--- src/rtl/acc_job_ctrl.sv ---
// rtl/acc_job_ctrl.sv - job sequencer that configures ACC and gates its input stream
module acc_job_ctrl #(
  parameter int LOG_MAX_ITERS          = 16,
  parameter int LOG_MAX_READS_PER_ITER = 12,
  parameter int LOG_MAX_JOBS           = 16
) (
  input  logic                              clk,
  input  logic                              rst,
  input  logic                              job_valid,
  output logic                              job_ready,
  input  logic [LOG_MAX_ITERS-1:0]          job_iters,
  input  logic [LOG_MAX_READS_PER_ITER-1:0] job_reads,
  output logic                              acc_configure,
  output logic [LOG_MAX_ITERS-1:0]          acc_num_iters,
  output logic [LOG_MAX_READS_PER_ITER-1:0] acc_num_reads,
  input  logic                              up_valid,
  output logic                              up_avail,
  output logic                              acc_valid_in,
  input  logic                              acc_avail_out,
  input  logic                              acc_valid_out,
  output logic                              busy,
  output logic                              done,
  output logic                              err,
  output logic [LOG_MAX_JOBS-1:0]           jobs_done
);

  localparam int LI = LOG_MAX_ITERS;
  localparam int LR = LOG_MAX_READS_PER_ITER;
  localparam int PW = LI + LR;

  typedef enum logic [2:0] {
    IDLE   = 3'd0,
    CONFIG = 3'd1,
    RUN    = 3'd2,
    DRAIN  = 3'd3,
    RETIRE = 3'd4
  } state_t;

  state_t            state, state_nxt;
  logic [PW-1:0]     in_rem, in_rem_nxt;
  logic [LR-1:0]     out_rem, out_rem_nxt;
  logic              err_q, err_nxt;
  logic [LI-1:0]     iters_nxt;
  logic [LR-1:0]     reads_nxt;
  logic [LOG_MAX_JOBS-1:0] jobs_done_nxt;
  logic [PW-1:0]     job_words;
  logic              desc_bad;
  logic              monitor_on;

  // Total input words for the presented descriptor, kept at full product width.
  assign job_words = PW'(job_iters) * PW'(job_reads);
  assign desc_bad  = (job_iters == '0) || (job_reads == '0);
  assign monitor_on = (state == RUN) || (state == DRAIN);

  // Next-state, counter updates and all control outputs.
  always_comb begin
    state_nxt     = state;
    in_rem_nxt    = in_rem;
    out_rem_nxt   = out_rem;
    err_nxt       = err_q;
    iters_nxt     = acc_num_iters;
    reads_nxt     = acc_num_reads;
    jobs_done_nxt = jobs_done;
    job_ready     = 1'b0;
    acc_configure = 1'b0;
    up_avail      = 1'b0;
    acc_valid_in  = 1'b0;
    busy          = 1'b1;
    done          = 1'b0;
    err           = 1'b0;

    case (state)
      IDLE: begin
        busy      = 1'b0;
        job_ready = 1'b1;
        err_nxt   = 1'b0;
        if (job_valid) begin
          iters_nxt   = job_iters;
          reads_nxt   = job_reads;
          in_rem_nxt  = job_words;
          out_rem_nxt = job_reads;
          if (desc_bad) begin
            err_nxt   = 1'b1;
            state_nxt = RETIRE;
          end else begin
            state_nxt = CONFIG;
          end
        end
      end
      CONFIG: begin
        acc_configure = 1'b1;
        state_nxt     = RUN;
      end
      RUN: begin
        up_avail     = acc_avail_out && (in_rem != '0);
        acc_valid_in = up_valid && up_avail;
        if (acc_valid_in) begin
          in_rem_nxt = in_rem - PW'(1);
          if (in_rem == PW'(1)) begin
            state_nxt = DRAIN;
          end
        end
      end
      DRAIN: begin
        state_nxt = DRAIN;
      end
      RETIRE: begin
        done      = 1'b1;
        err       = err_q;
        state_nxt = IDLE;
        if (!err_q) begin
          jobs_done_nxt = jobs_done + LOG_MAX_JOBS'(1);
        end
      end
      default: begin
        state_nxt = IDLE;
      end
    endcase

    // Output words retire the job; this wins over the RUN->DRAIN move when both land together.
    if (monitor_on && acc_valid_out && (out_rem != '0)) begin
      out_rem_nxt = out_rem - LR'(1);
      if (out_rem == LR'(1)) begin
        state_nxt = RETIRE;
      end
    end
  end

  // State and counter registers with synchronous active-low reset.
  always_ff @(posedge clk) begin
    if (!rst) begin
      state         <= IDLE;
      in_rem        <= '0;
      out_rem       <= '0;
      err_q         <= 1'b0;
      acc_num_iters <= '0;
      acc_num_reads <= '0;
      jobs_done     <= '0;
    end else begin
      state         <= state_nxt;
      in_rem        <= in_rem_nxt;
      out_rem       <= out_rem_nxt;
      err_q         <= err_nxt;
      acc_num_iters <= iters_nxt;
      acc_num_reads <= reads_nxt;
      jobs_done     <= jobs_done_nxt;
    end
  end

endmodule

--- config.mk ---
export PLATFORM = sky130hd
export DESIGN_NAME = acc_job_ctrl
export DESIGN_NICKNAME = d
export VERILOG_FILES = /design/src/rtl/acc_job_ctrl.sv
export SDC_FILE = /design/constraint.sdc
export NUM_CORES = 1
export LEC_CHECK = 0
export ABC_AREA = 1
export CAP_MARGIN = 10
export CORE_MARGIN = 2
export CORE_UTILIZATION = 53
export CTS_CLUSTER_DIAMETER = 100
export CTS_CLUSTER_SIZE = 20
export DETAILED_ROUTE_END_ITERATION = 10
export GPL_TIMING_DRIVEN = 0
export PLACE_DENSITY = 0.86
export SLEW_MARGIN = 20
export SYNTH_ARGS = -nofsm -noshare
export SYNTH_HDL_FRONTEND = slang
export SYNTH_SLANG_ARGS = --single-unit
--- constraint.sdc ---
create_clock -name clk -period 5.7 [get_ports clk]
set_input_delay 1.14 -clock clk [delete_from_list [all_inputs] [get_ports clk]]
set_output_delay 1.14 -clock clk [all_outputs]
set_load 0.02 [all_outputs]
==> summary.md <==
| Metric | Value |
|---|---|
| Drt total wl | 32.4 mm |
| Die Span X | 152 microns |
| GRT Total Usage | 28.0% |
| Number of flops mapped to enable cells by yosys | 0 |
| CTS tree | done |
| Setup Skew | 18.5 ps |
| CP arrival | 5820 ps |
| Final layout net count | 2,105 |
| Max clock buf depth | 2 |
| Final cell count without fillers | 2,145 |
| Met1 usage | 34.4% |
| Placed cell area | 0.0127 sq mm |
| WL per Instance | 15.1 microns |
| Post-Place Worst Slack | -995 ps |
| Worst-skew pair later-pin latency | 370 ps |
| Setup violators final | 0 |
| Vias | 11,500 |
| End-of-flow core utilization | 61.1% |
| Number of port buffers | 71 |
| Lkg Pwr | 0.00725 uW |
| Slew @ Worst Pin | 882 ps |
| Seq cells post-synth | 88 |
| Gate Count Post-Synth | 1,781 |
| Compound-Gate Fraction of Synth Area | 6.68% |
| Adder-cell area share of the yosys netlist | 31.7% |
| Area grow syn2layout | 13.7% |
| F_max | 0.181 GHz |
| Initial antenna violation count | 0 |
| Simple-gate area share of the yosys netlist | 29.8% |
| Avg Cell Area, Syn | 6.54 sq um |
| Antenna viol nets, final | 0 |
| Max-cap check violation count | 0 |
| Setup crit start kind | input port |
| Syn Nets | 2,026 |
| Critical Path Fanout Max | 10 |
| Tightest Hold Check Type | flip-flop to flip-flop |
| H-tree depth | 3 |
| Die Height | 152 microns |
| CP endpoint kind | flip-flop |
| Num CTS Buffers | 9 |
| Final period util | 97.0% |
| Cell Pwr Density | 514 mW/mm^2 |
| Final design instance area without fill | 0.0132 sq mm |
| Mapped Area | 0.0116 sq mm |
| Vias per cell | 5.35 |
| Setup CP Type | input port to flip-flop |
| Core ar. | 0.0217 sq mm |
| DP Cell Count | 2,132 |
| CTS sink count | 88 |
| Layout cells sized above 1 | 6.33% |
| Hpwl dp | 25.9 mm |
| Sequential share of the synthesized area | 15.1% |
| Synth Warn # | 0 |
| Largest net degree at the start of global routing | 19 |
| Global-route wire length before repair | 53.3 mm |
| Post-layout min period | 5530 ps |
| Root Driver | clkbuf_16 |
| Commonest non-fill, non-tap cells in the layout | nand2_1 (539), inv_1 (400), nor2_1 (152), fa_1 (140), dfxtp_1 (88) |
| Grt ovf | 0 |
| Asr flop ratio synth | 0% |
| Worst hold margin | 468 ps |
| Met2 Use GR | 48.9% |
| Diodes inserted | 0 |
| GP Congestion | 0.968 |
| Gr busiest metal | met2 |
| GR Util met3 | 4.92% |
| Synth Flop Type | dfxtp_1 |
| Synth Area in XOR/XNOR | 1.13% |
| Initial Util | 53.7% |
| Initial DRC count | 884 |
| Status | finished clean |
| Peak VDD IR | 0.447 mV |
| Core Rows | 54 |
| WP data required | 5990 ps |
| Relative slew slack | 41.2% |
| Worst-path clk slew | 80 ps |
| Hold Buf Count CTS | 0 |
| DRC | 0 |
| Vias in the first global route | 11,300 |
| Ports | 85 |
| Commonest non-fill, non-tap cell in the layout | nand2_1 |
| Fin. Hold Viols | 0 |
| Setup ws final | 169 ps |
| Die area | 0.0232 sq mm |
| Drt first pass iters | 5 |
| Distinct cells, synth | 40 |
| Mux contribution to synthesized area | 0% |
| Largest family of logic cells by synthesized area | adder cells |
| Slew Limit Fails | 0 |
-- through the flow --
| stage | TNS [ps] | total power, uW |
|---|---|---|
| floorplan | 0 | 4550 |
| global placement | -17060 | 5680 |
| detailed placement | -17640 | 5770 |
| CTS | 0 | 6500 |
| global route | -126 | 7570 |
| finish | 0 | 6810 |
-- layer usage --
metal | routed length [microns] | vias up
li1 | - | 5459
met1 | 13000 | 5392
met2 | 15700 | 515
met3 | 2620 | 103
met4 | 1120 | 0
met5 | 0 | -
-- final cells by class --
type / instances / area (sq um)
timing repair buffer: 71 / 638
fill: 1917 / 8440
clock buffer: 9 / 225
multi-input combinational: 1218 / 8150
sequential: 88 / 1760
tap: 280 / 350
clock inverter: 7 / 75.1
buffer: 64 / 510
inverter: 408 / 1530
-- state kept, by name, indices dropped and copies added, names as in the netlist --
name / count
jobs_done: 16
state: 3
acc_num_iters: 16
acc_num_reads: 12
out_rem: 12
err_q: 1
in_rem: 28
-- cells in the mapped netlist (4+ instances only) --
master	n	area share, %
nand2_2	5	0.27
nor2_1	158	5.1
xor2_1	10	0.75
nand4_1	20	1.1
nor3_1	8	0.34
buf_1	4	0.13
clkbuf_1	51	1.6
nand2_1	539	17
buf_2	9	0.39
nor4_1	6	0.32
nor2_2	11	0.59
dfxtp_1	88	15
o21a_1	5	0.32
fa_1	140	24
xnor2_1	5	0.38
nand3_1	81	3.5
a21oi_1	88	3.8
nand3b_1	8	0.52
a31oi_1	4	0.21
inv_2	6	0.19
o21ai_0	40	1.7
inv_1	400	13
ha_1	71	7.6
-- path summary, 6_finish.rpt --
| path | start | end | slack [ps] | cells after the start |
|---|---|---|---|---|
| max reg2reg | in_rem[0] | in_rem[6] | 3690 | 14 |
| min | acc_num_reads[10] | acc_num_reads[10] | 470 | 2 |
| min reg2reg | acc_num_reads[10] | acc_num_reads[10] | 470 | 2 |
| max | job_reads[9] | in_rem[24] | 170 | 20 |
-- worst max-delay path: stages --
cell,delay (ps)
buf_2,220
buf_6,200
nand2_1,100
fa_1,500
fa_1,510
inv_1,50
fa_1,490
fa_1,560
inv_1,60
fa_1,560
inv_1,70
ha_4,290
nand2_1,120
nor2_1,170
inv_1,70
nor2_1,130
nand3_1,150
nand4_1,130
nand3_1,130
a21oi_1,170
-- where the power goes --
part           switching [uW]  internal (uW)
registers                93.4            701
clock network             316            311
logic                    3450           1930
total                    3860           2950
-- cell families (layout without fill, tap and decap cells) --
kind of cell,after synthesis,in the layout
AO/OA/AOI/OAI,148,148
adder cells (fa/ha/maj),211,211
buffers and inverters,475,559
XOR/XNOR,15,15
AND/OR/NAND/NOR,844,844
flip-flops,88,88
-- timing repair --
item / CTS / global route
endpoints found under the setup margin: 20 / 19
setup buffers: 0 / 0
resized for setup: 94 / 95
(Power assumes the default switching activity.)
